<file path="src/rtl/multiplier_sequential_n_bit.sv">
// Sequential shift-add WIDTH x WIDTH multiplier with signed/unsigned select.
// Start/Busy/Done handshake; one shift-add iteration per clock in CALC.
module multiplier_sequential_n_bit #(
    parameter int unsigned WIDTH = 8
) (
    input  logic                 Clock_In,
    input  logic                 Reset_In,
    input  logic                 Start_In,
    input  logic                 Signed_In,
    input  logic [WIDTH-1:0]     Data_A_In,
    input  logic [WIDTH-1:0]     Data_B_In,
    output logic                 Busy_Out,
    output logic                 Done_Out,
    output logic [2*WIDTH-1:0]   Multiplied_Result_Out
);

    localparam int unsigned CW = $clog2(WIDTH + 1);

    typedef enum logic [1:0] {
        IDLE,
        CALC,
        DONE
    } state_t;

    state_t               state_q, state_d;
    logic [CW-1:0]        cnt_q, cnt_d;
    logic [WIDTH-1:0]     mcand_q, mcand_d;
    logic [2*WIDTH-1:0]   acc_q, acc_d;
    logic [2*WIDTH-1:0]   result_q, result_d;
    logic                 neg_q, neg_d;

    logic [WIDTH-1:0]     mag_a, mag_b;
    logic [WIDTH:0]       sum;
    logic [2*WIDTH-1:0]   acc_shift;

    // Operands are multiplied as magnitudes; the sign is reapplied on the full product.
    always_comb begin
        mag_a     = (Signed_In && Data_A_In[WIDTH-1]) ? -Data_A_In : Data_A_In;
        mag_b     = (Signed_In && Data_B_In[WIDTH-1]) ? -Data_B_In : Data_B_In;
        sum       = {1'b0, acc_q[2*WIDTH-1:WIDTH]} + (acc_q[0] ? {1'b0, mcand_q} : '0);
        acc_shift = {sum, acc_q[WIDTH-1:1]};
    end

    always_comb begin
        state_d  = state_q;
        cnt_d    = cnt_q;
        mcand_d  = mcand_q;
        acc_d    = acc_q;
        result_d = result_q;
        neg_d    = neg_q;
        unique case (state_q)
            IDLE: begin
                if (Start_In) begin
                    mcand_d = mag_a;
                    acc_d   = {{WIDTH{1'b0}}, mag_b};
                    neg_d   = Signed_In & (Data_A_In[WIDTH-1] ^ Data_B_In[WIDTH-1]);
                    cnt_d   = CW'(WIDTH);
                    state_d = CALC;
                end
            end
            CALC: begin
                acc_d = acc_shift;
                cnt_d = cnt_q - CW'(1);
                if (cnt_q == CW'(1)) begin
                    result_d = neg_q ? -acc_shift : acc_shift;
                    state_d  = DONE;
                end
            end
            DONE: begin
                state_d = IDLE;
            end
            default: begin
                state_d = IDLE;
            end
        endcase
    end

    always_ff @(posedge Clock_In or posedge Reset_In) begin
        if (Reset_In) begin
            state_q  <= IDLE;
            cnt_q    <= '0;
            mcand_q  <= '0;
            acc_q    <= '0;
            result_q <= '0;
            neg_q    <= 1'b0;
        end else begin
            state_q  <= state_d;
            cnt_q    <= cnt_d;
            mcand_q  <= mcand_d;
            acc_q    <= acc_d;
            result_q <= result_d;
            neg_q    <= neg_d;
        end
    end

    assign Busy_Out              = (state_q != IDLE);
    assign Done_Out              = (state_q == DONE);
    assign Multiplied_Result_Out = result_q;

endmodule
</file>
<file path="config.mk">
export PLATFORM = sky130hd
export DESIGN_NAME = multiplier_sequential_n_bit
export DESIGN_NICKNAME = d
export VERILOG_FILES = /design/src/rtl/multiplier_sequential_n_bit.sv
export SDC_FILE = /design/constraint.sdc
export NUM_CORES = 1
export LEC_CHECK = 0
export BUFFER_PORTS_ARGS = -buffer_cell sky130_fd_sc_hd__buf_2
export CELL_PAD_IN_SITES_DETAIL_PLACEMENT = 1
export CELL_PAD_IN_SITES_GLOBAL_PLACEMENT = 1
export CORE_MARGIN = 2
export CORE_UTILIZATION = 44
export DETAILED_ROUTE_END_ITERATION = 10
export GPL_TIMING_DRIVEN = 0
export PLACE_DENSITY_LB_ADDON = 0.1
export SLEW_MARGIN = 20
export SYNTH_ARGS = -nofsm -noshare
export SYNTH_HDL_FRONTEND = slang
export SYNTH_SLANG_ARGS = --single-unit
</file>
<file path="constraint.sdc">
create_clock -name Clock_In -period 4.23 [get_ports Clock_In]
set_clock_uncertainty 0.2 [all_clocks]
set_input_delay 0.846 -clock Clock_In [delete_from_list [all_inputs] [get_ports Clock_In]]
set_output_delay 0.846 -clock Clock_In [all_outputs]
set_load 0.01 [all_outputs]
</file>
Word-level counts from Yosys, hierarchy flattened
Index checks and enable logic that the tools add are counted.
- equal/unequal tests: 5
- mux-type cells: 11
- bitwise gates (word level): 2
- reductions and logical operators: 9
- add/sub/neg operators: 5
- operators with widths (cell ; count):
    two-way mux 16 bit ; 2
    case mux 16 bit (2 select lines) ; 1
    two-way mux 8 bit ; 3
    negation 16 bit ; 1
    negation 8 bit ; 2
    adder 8 x 8 -> 9 bit ; 1
    case mux 4 bit (2 select lines) ; 1
    AND reduction 2 bit ; 4
    equality test 4 x 1 -> 1 bit, second input constant ; 1
    two-way mux 2 bit ; 2
    two-way mux 4 bit ; 1
    inequality test 2 bit, second input constant ; 2
    case mux 2 bit (2 select lines) ; 1
    nonzero test 2 bit ; 2
    subtractor 4 x 1 -> 4 bit, second input constant ; 1
    equality test 2 x 1 -> 1 bit, second input constant ; 1
    equality test 2 bit, second input constant ; 1
    logical AND 1 bit ; 2
    logical NOT 2 bit ; 1
    bitwise AND 1 bit ; 1
    XOR 1 bit ; 1
- word-level logic and storage cells: 38
- flip-flop bits (word level): 47
- output and inout bits: 18
- input bits: 20

Logic depth before layout (Yosys ltp)
Gate-level depths: netlist of the first run.
- word-level depth: 4
- gate-level depth with buffers: 9
- gate-level depth less buffers: 9

Least setup slack after synthesis of the first run
Ideal clock, no wire load.
- path kind: flip-flop to flip-flop
- start point: reg acc_q[0]
- end point: reg result_q[14] (netlist: Multiplied_Result_Out[14])
- arrival time: 2.803 ns
- period minus slack after synthesis: 3.127 ns
- required time: 3.906 ns
- path buffers: 0
- library setup time: 0.124 ns
- slack: 1.103 ns
- stages on the path, launching flop included: 10
- cells stage by stage: dfrtp_1 -> and2_1 -> ha_1 -> fa_1 -> or4_1 -> or3_4 -> o21bai_4 -> o41ai_4 -> xnor2_1 -> o21ai_1
- longest elaborated chain between the ends: 4
- RTL lines (element ; RTL line ; source):
    start, declared ; 28 ; logic [2*WIDTH-1:0] acc_q, acc_d;
    start signal, assigned ; 83 ; acc_q <= '0;
    start signal, assigned ; 90 ; acc_q <= acc_d;
    two-way mux 8 bit * ; 40 ; sum = {1'b0, acc_q[2*WIDTH-1:WIDTH]} + (acc_q[0] ? {1'b0, mcand_q} : '0);
    adder 8 x 8 -> 9 bit * ; 40 ;
    negation 16 bit ; 65 ; result_d = neg_q ? -acc_shift : acc_shift;
    two-way mux 16 bit * ; 65 ;
    end signal, assigned ; 91 ; result_q <= result_d;
    end, declared ; 29 ; logic [2*WIDTH-1:0] result_q, result_d;
Every way passes the cells marked *; elsewhere a longest branch is shown, timed or not.
A chain may end at the register's enable or synchronous reset.

Final worst setup path of the first run
- start point: reg acc_q[0]
- end point: reg result_q[15] (netlist: Multiplied_Result_Out[15])
The elaborated chain is that of the path after synthesis.

==> results.cfg, run 1 <==
[outcome]
run_status = complete, no violations

[cts]
cts_hold_buf = 0
clk-insertion-delay-late_ps = 300
htree_levels = 2
cts_resized = 0
numCtsBuffers = 5
clock_path_buffers = 2
cts_num_sinks = 47
postCtsSetupBuffers = 0
cts_tree = built
cts_root_buffer = clkbuf_8
path_clk_slew_ps = 90

[cells_and_area]
nNetsFinal = 400
drive_gt1_frac = 0.155
diodes = 0
area_growth_pct = 13.5
final_core_util = 0.514
fillers = 777

[logic_synthesis]
async_reset_ff_frac = 1.00
synth_edf_count = 0
ys_types = 48
synth_commonest_cells = nand2_1, dfrtp_1, o21ai_0
syn_area_mm2 = 0.00288
syn_nets = 355
synth_top_flop_cell = dfrtp_1
syn_avg_cell_area_um2 = 8.96
ys_warn_count = 0
syn_inst = 321
yosysTopAreaCell = dfrtp_1
ys_ff_latch = 47
yosys-top-cells-area = dfrtp_1, o21ai_0, nand2_1
ys_seq_area_frac = 0.409
synth.most_common_cell = nand2_1
synth_top_area_share = 0.409

[timing]
period_share = 0.823
worst_slew_pin_slew_ps = 621
fin_crit_ps = 3480
hold_viol_final = 0
slew_viol_final = 0
relSlewSlack = 0.584
setup_viol = 0
timing.fmax_mhz = 287
final.setup.worst_slack_ps = 747
rsz0062_at_grt = no
hold_ws_ps = 275
tns_ps = 0

[worst_setup_path]
worst_ep_arrival_time_ps = 3470
cp_top_family = simple AND/OR/NAND/NOR gates
crit_fanout = 9
path_class = reg2reg
crit_path_max_incr_delay_ps = 590
critical_path_required_ps = 4210
end_kind = register
crit_slowest_cell = or4_1
path_buf_inv = 0
startpoint_type = register
path_cells = and2_1 -> ha_1 -> fa_1 -> or4_1 -> nor4_1 -> o221ai_1 -> o41ai_2 -> xnor2_1 -> o21ai_1

[floorplan]
io-pin-count = 38
core_mm2 = 0.00635
die_area_mm2 = 0.00720
fp.dieW_um = 84.8
start_util = 0.453
die_h_um = 84.8
rows = 29

[grt]
grt_use_total = 0.217
grt_pass1_vias = 2665
antenna_found_initial = 0
met2_usage = 0.371
grt_busiest_layer = met2
grt_remaining_overflow = 0
grt_max_degree = 34
met1_usage = 0.287
grt_pass1_wl_um = 12600
grtUsageMet3 = 0.0418

[placed_design]
routabilityCongestion = 0.839
dp_slack_ps = 787
dpl.hpwl_um = 5680
portBuffers = 37

[power_and_ir_drop]
total_leakage_power_nw = 1.55
ir_worst_vdd_mv = 0.309
powerDensity_mw_per_mm2 = 712

[drt]
ant_nets = 0
totalWireLength_um = 6950
dr.pass1.iters = 4
drc_errors = 0
route.vias.total = 2423
drt_iter0_drc = 103
via_per_inst = 5.46
avgRoutedWirePerCell_um = 15.7

[run]
cap_violations = 0

[worst_hold_path]
hold_path_class = reg2reg
[final timing paths]
check | to | depth (start not counted) | slack (ps) | from
max in group asynchronous | acc_q[12] | 3 | 3060 | Reset_In
setup reg to reg | Multiplied_Result_Out[15] | 9 | 750 | acc_q[0]
hold reg to reg | Multiplied_Result_Out[10] | 2 | 270 | Multiplied_Result_Out[10]
setup / recovery | Multiplied_Result_Out[15] | 9 | 750 | acc_q[0]
hold / removal | Multiplied_Result_Out[10] | 2 | 270 | Multiplied_Result_Out[10]
min in group asynchronous | Multiplied_Result_Out[1] | 2 | 290 | Reset_In
[cell families (layout without fill, tap and decap cells)]
family          Yosys count  after routing  synth area share
buf+inv                  26             72            0.0339
compound gates           88             88             0.204
mux                       3              3            0.0104
xor+xnor                 28             28            0.0853
simple gates            115            115             0.194
fa+ha+maj                14             14            0.0635
flops                    47             47             0.409
[cell type report]
type | instances | area [um2] | area share
clock inverter | 3 | 18.8 | 0.00575
buffer | 13 | 48.8 | 0.0149
multi-input combinational | 248 | 1600 | 0.491
clock buffer | 5 | 68.8 | 0.0211
sequential | 47 | 1180 | 0.360
timing repair buffer | 38 | 205 | 0.0629
inverter | 13 | 48.8 | 0.0149
tap | 77 | 96.3 | 0.0295
[flip-flops by register name, indices dropped and copies added (netlist names)]
signal,cells
Multiplied_Result_Out,16
acc_q,16
mcand_q,8
cnt_q,4
state_q,2
neg_q,1
[layer usage]
| layer | wire, um | up-vias |
|---|---|---|
| met5 | 0 | - |
| met4 | 63 | 0 |
| met3 | 268 | 7 |
| met2 | 3370 | 42 |
| met1 | 3250 | 1161 |
| li1 | - | 1213 |
[cell usage in the layout, fill, tap and decap left out, drive strengths merged, types with 2 or more instances in the layout]
cell type,synthesis,layout
o21a,2,2
nand3,13,13
a21o,3,3
or2,2,2
and3,2,2
dfrtp,47,47
nand2b,2,2
o221ai,2,2
a22oi,6,6
nor2,15,15
o31ai,3,3
inv,13,14
xnor2,16,16
ha,13,13
a21oi,5,5
nor3,7,7
xor2,12,12
and2,10,10
nand2,50,50
a31oi,5,5
or4,2,2
a211oi,5,5
buf,1,39
nor2b,3,3
clkbuf,12,17
o211a,2,2
or3b,2,2
nor3b,2,2
mux2i,3,3
clkinv,0,2
o41ai,3,3
o21ai,47,47
[worst min-delay path, stage by stage (launching register included)]
cell and delay, ps:
dfrtp_1 340, nand2_1 40, o21ai_0 60
[metrics by stage]
| step | total power, W | cells | instance area, um2 |
|---|---|---|---|
| floorplan | 0.00170 | 321 | 2880 |
| global placement | 0.00201 | 435 | 3160 |
| detailed placement | 0.00208 | 436 | 3180 |
| CTS | 0.00235 | 444 | 3260 |
| global route | 0.00257 | 444 | 3260 |
| finish | 0.00232 | 444 | 3260 |
[power by group]
group / total [W] / internal, W / switching, W / leakage (nW)
Sequential: 0.000823 / 0.000655 / 0.000168 / 0.586
Clock: 0.000271 / 0.000116 / 0.000154 / 0.0483
Combinational: 0.00123 / 0.000497 / 0.000733 / 0.914
Total: 0.00232 / 0.00127 / 0.00106 / 1.55
(Power assumes the default switching activity.)
==> run 2: changes to the inputs <==
==> constraint.sdc (replaced) <==
create_clock -name Clock_In -period 3.35 [get_ports Clock_In]
set_clock_uncertainty 0.2 [all_clocks]
set_input_delay 0.67 -clock Clock_In [delete_from_list [all_inputs] [get_ports Clock_In]]
set_output_delay 0.67 -clock Clock_In [all_outputs]
set_load 0.01 [all_outputs]
==> run 2 against run 1 <==
Net effect:
- critical path depth is the same
- largest power group unchanged
- combinational power grew 33%
- final cell count grew 0.68%
- global-route usage is the same
- core utilization grew 0.81 points
- fmax grew 7.3%
- non-clock buffer count grew 3
- critical path type unchanged
- worst hold slack lost 170 ps
==> results.cfg, run 2 (synthesized netlist as in run 1, its figures left out) <==
[outcome]
run_status = complete, no violations

[worst_setup_path]
critical_path_required_ps = 3340
r2r_start = acc_q[0]
path_class = reg2reg
crit_fanout = 5
startpoint_type = register
r2r_cells = 9
regToRegSetupSlack_ps = 100
end_kind = register
cp_top_family = simple AND/OR/NAND/NOR gates
path_buf_inv = 0
timing.rr.end = Multiplied_Result_Out[14]
crit_path_max_incr_delay_ps = 570
worst_ep_arrival_time_ps = 3230
path_cells = and2_1 -> ha_2 -> fa_1 -> or4_4 -> or3_4 -> o21bai_4 -> o41ai_4 -> xnor2_1 -> o21ai_1
crit_slowest_cell = or4_4

[cells_and_area]
final_cell_mix = nand2_1, dfrtp_1, o21ai_0
area_growth_pct = 15.3
diodes = 0
final_core_util = 0.522
final_common_cell = nand2_1
nNetsFinal = 403
stdcell_count = 447
drive_gt1_frac = 0.176

[cts]
cts_num_sinks = 47
clock_path_buffers = 2
clk-insertion-delay-late_ps = 300
numCtsBuffers = 5
cts_root_buffer = clkbuf_8
htree_levels = 2
cts_tree = built
path_clk_slew_ps = 90

[grt]
antenna_found_initial = 0
grt_use_total = 0.217
grt_pass1_vias = 2663
grt_remaining_overflow = 0
grt_pass1_wl_um = 12600
grt_max_degree = 34

[placed_design]
dp.cells = 436
dp_slack_ps = -93.4
dpl.hpwl_um = 5680
routabilityCongestion = 0.839
portBuffers = 37

[drt]
drc_errors = 0
dr.pass1.iters = 4
avgRoutedWirePerCell_um = 15.8
ant_nets = 0
totalWireLength_um = 7080
drt_iter0_drc = 100
route.vias.total = 2441
via_per_inst = 5.46

[power_and_ir_drop]
ir_worst_vdd_mv = 0.413
total_leakage_power_nw = 1.56
powerDensity_mw_per_mm2 = 911

[floorplan]
rows = 29
io-pin-count = 38
die_area_mm2 = 0.00720
start_util = 0.453
fp.dieW_um = 84.8
die_h_um = 84.8
core_mm2 = 0.00635

[timing]
worst_slew_pin_slew_ps = 652
period_share = 0.969
relSlewSlack = 0.562
fin_crit_ps = 3250
timing.fmax_mhz = 308
setup_viol = 0
hold_viol_final = 0
final.setup.worst_slack_ps = 104
rsz0062_at_grt = no
slew_viol_final = 0

[worst_hold_path]
hold_path_class = in2async

[run]
cap_violations = 0
==> run 2: changes by cell type in the layout (fill, tap and decap cells not counted), sizes merged <==
cell | previous run | this run
buf | 39 | 42
==> run 2: how the worst max path moves through the flow <==
stage             start                   endpoint  slack [ps]  cells after the start
3_5_place_dp   acc_q[0]  Multiplied_Result_Out[15]         -90                      9
5_1_grt        acc_q[0]  Multiplied_Result_Out[14]          20                      9
4_1_cts        acc_q[0]  Multiplied_Result_Out[14]          30                      9
2_1_floorplan  acc_q[0]  Multiplied_Result_Out[14]         220                      9
6_report       acc_q[0]  Multiplied_Result_Out[14]         100                      9
3_3_place_gp   acc_q[0]  Multiplied_Result_Out[15]         -50                      9
==> run 2: timing repair <==
action | CTS | global route
hold buffers | 0 | 0
pin swaps | 0 | 3
resized for setup | 3 | 3
hold endpoints to repair | 0 | 0
buffers inserted | 0 | 3
setup endpoints to repair | 3 | 3
==> run 2: layout make-up <==
class | count | area (um2)
repair buffers | 41 | 228
inverters | 13 | 48.8
flip-flops and latches | 47 | 1180
multi-input cells | 248 | 1630
well taps | 77 | 96.3
clock inverters | 3 | 18.8
clock buffers | 5 | 68.8
plain buffers | 13 | 48.8
fillers | 773 | 3030
==> run 2: where the power goes <==
group / leakage (nW) / internal [W] / switching [W]
Clock: 0.0483 / 0.000147 / 0.000197
Combinational: 0.930 / 0.000668 / 0.000967
Sequential: 0.585 / 0.000828 / 0.000213
==> run 2: metal layers <==
layer / vias to the layer above / GRT usage / part of all wire
met2: 39 / 0.372 / 0.48
li1: 1225 / - / -
met4: 0 / 0.0534 / 0.013
met5: - / 0 / 0
met1: 1167 / 0.286 / 0.47
met3: 10 / 0.0418 / 0.032
==> run 2: stage by stage <==
stage	hold slack, ps	instance area (um2)	setup TNS [ps]	total power (W)
finish	105	3320	0	0.00302
global route	132	3320	0	0.00333
CTS	114	3280	0	0.00299
detailed placement	264	3180	-93.4	0.00262
global placement	255	3160	-51.2	0.00254
floorplan	238	2880	0	0.00214
==> run 2: worst register-to-register path: cells and delay by family, from the launching register on <==
kind	cells	cell delay (ps)
flops	1	440
xor+xnor	1	150
simple gates	3	1080
compound gates	3	570
fa+ha+maj	2	700
==> run 3: changes to the inputs <==
--- a/config.mk
+++ b/config.mk
@@ -9,7 +9,8 @@
 export CELL_PAD_IN_SITES_DETAIL_PLACEMENT = 1
 export CELL_PAD_IN_SITES_GLOBAL_PLACEMENT = 1
 export CORE_MARGIN = 2
-export CORE_UTILIZATION = 44
+export CORE_UTILIZATION = 45
+export CTS_BUF_LIST = sky130_fd_sc_hd__clkbuf_8
 export DETAILED_ROUTE_END_ITERATION = 10
 export GPL_TIMING_DRIVEN = 0
 export PLACE_DENSITY_LB_ADDON = 0.1
==> run 3 against run 2 <==
Net effect:
- non-clock buffer count down 2
- core utilization up 0.66 points
- final cell count down 0.45%
- design area up 0.11%
- via count up 0.61%
- first-iteration DRC count up 2.0%
- wire length up 0.79%
- critical path depth unchanged
==> results.cfg, run 3 (synthesized netlist as in run 1, its figures left out) <==
[cells_and_area]
diodes = 0
final_cell_mix = nand2_1, dfrtp_1, o21ai_0
fillers = 768
regArea_mm2 = 0.00118
final_common_cell = nand2_1
area_growth_pct = 15.4
nNetsFinal = 401
multi_input_area_mm2 = 0.00162
drive_gt1_frac = 0.171

[drt]
ant_nets = 0
drt_iter0_drc = 102
route.vias.total = 2456
drc_errors = 0
avgRoutedWirePerCell_um = 16.0
totalWireLength_um = 7130
via_per_inst = 5.52
dr.pass1.iters = 4

[floorplan]
fp.dieW_um = 83.9
die_h_um = 83.9
rows = 29
core_mm2 = 0.00628
io-pin-count = 38
die_area_mm2 = 0.00705
start_util = 0.458

[worst_setup_path]
crit_fanout = 5
path_cells = and2_1 -> ha_1 -> fa_2 -> or4_4 -> or3_4 -> o21bai_4 -> o41ai_4 -> xnor2_1 -> o21ai_1
path_class = reg2reg
worst_ep_arrival_time_ps = 3230
path_buf_inv = 0
cp_top_family = simple AND/OR/NAND/NOR gates
crit_slowest_cell = or4_4
end_kind = register
timing.rr.end = Multiplied_Result_Out[14]
crit_path_max_incr_delay_ps = 570
critical_path_required_ps = 3340
startpoint_type = register
regToRegSetupSlack_ps = 120
r2r_cells = 9
r2r_start = acc_q[0]

[power_and_ir_drop]
total_leakage_power_nw = 1.56
powerDensity_mw_per_mm2 = 926
pwr-share-clk = 0.142
p_int_w = 0.00170
share_comb_of_total_power = 0.520
switching_share = 0.448
p_sw_w = 0.00138
ir_worst_vdd_mv = 0.362
finalPower_w = 0.00308
seqPwrFrac = 0.338

[worst_hold_path]
hold_path_class = in2async

[cts]
htree_levels = 2
cts_tree = built
clock_path_buffers = 2
numCtsBuffers = 5
path_clk_slew_ps = 90
cts_num_sinks = 47
clk-insertion-delay-late_ps = 310
cts_root_buffer = clkbuf_8

[timing]
hold_viol_final = 0
timing.fmax_mhz = 309
fin_crit_ps = 3230
rsz0062_at_grt = no
slew_viol_final = 0
relSlewSlack = 0.551
tns_ps = 0
setup_viol = 0
period_share = 0.965
worst_slew_pin_slew_ps = 669
hold_ws_ps = 106

[placed_design]
routabilityCongestion = 0.810
portBuffers = 37
dpl.hpwl_um = 5670

[grt]
grt_use_total = 0.219
antenna_found_initial = 0
grt_remaining_overflow = 0
grt_pass1_vias = 2535
grt_pass1_wl_um = 12400
grt_max_degree = 34

[outcome]
run_status = complete, no violations

[run]
cap_violations = 0
run 3: per-layer routing:
layer,vias up,track usage,wire length (um)
met5,-,0,0
met4,0,0.0733,114
met3,10,0.0307,243
met2,41,0.367,3450
met1,1193,0.290,3320
li1,1212,-,-
run 3: timing repair:
item / CTS / global route
setup buffers: 0 / 1
resized for setup: 3 / 2
endpoints found under the setup margin: 2 / 3
hold buffers: 0 / 0
run 3: worst register-to-register path, cell delays in order (launching register included):
cell and delay [ps]:
dfrtp_2 440, and2_1 160, ha_1 220, fa_2 460, or4_4 570, or3_4 350, o21bai_4 190, o41ai_4 310
xnor2_1 160, o21ai_1 70
run 3: how the worst max path moves through the flow:
stage / start / endpoint / slack, ps / depth (start not counted)
global route: acc_q[0] / Multiplied_Result_Out[14] / 3 / 9
finish: acc_q[0] / Multiplied_Result_Out[14] / 120 / 9
detailed placement: acc_q[0] / Multiplied_Result_Out[15] / -100 / 9
CTS: acc_q[0] / Multiplied_Result_Out[14] / 6 / 9
floorplan: acc_q[0] / Multiplied_Result_Out[14] / 220 / 9
global placement: acc_q[0] / Multiplied_Result_Out[15] / -60 / 9
run 3: power by group through the flow:
stage	Clock [W]	Sequential (W)	Combinational, W
final	0.000438	0.00104	0.00160
after global routing	0.000465	0.00108	0.00183
after CTS	0.000449	0.00104	0.00160
after detailed placement	0	0.00105	0.00158
after global placement	0	0.00103	0.00151
after floorplan	0	0.00104	0.00110
run 3: metrics by stage:
step	setup WS, ps	cells	utilization	cell area (um2)
global placement	-56.2	435	0.503	3160
floorplan	223	321	-	2880
CTS	6.06	444	0.526	3300
finish	116	445	0.529	3320
detailed placement	-96.5	436	0.506	3180
global route	2.88	445	0.529	3320
run 3: cell type report:
type / count / area share
inverters: 13 / 0.0147
clock buffers: 5 / 0.0207
well taps: 77 / 0.0290
clock inverters: 3 / 0.0139
flip-flops and latches: 47 / 0.355
repair buffers: 39 / 0.0641
plain buffers: 13 / 0.0147
multi-input cells: 248 / 0.488
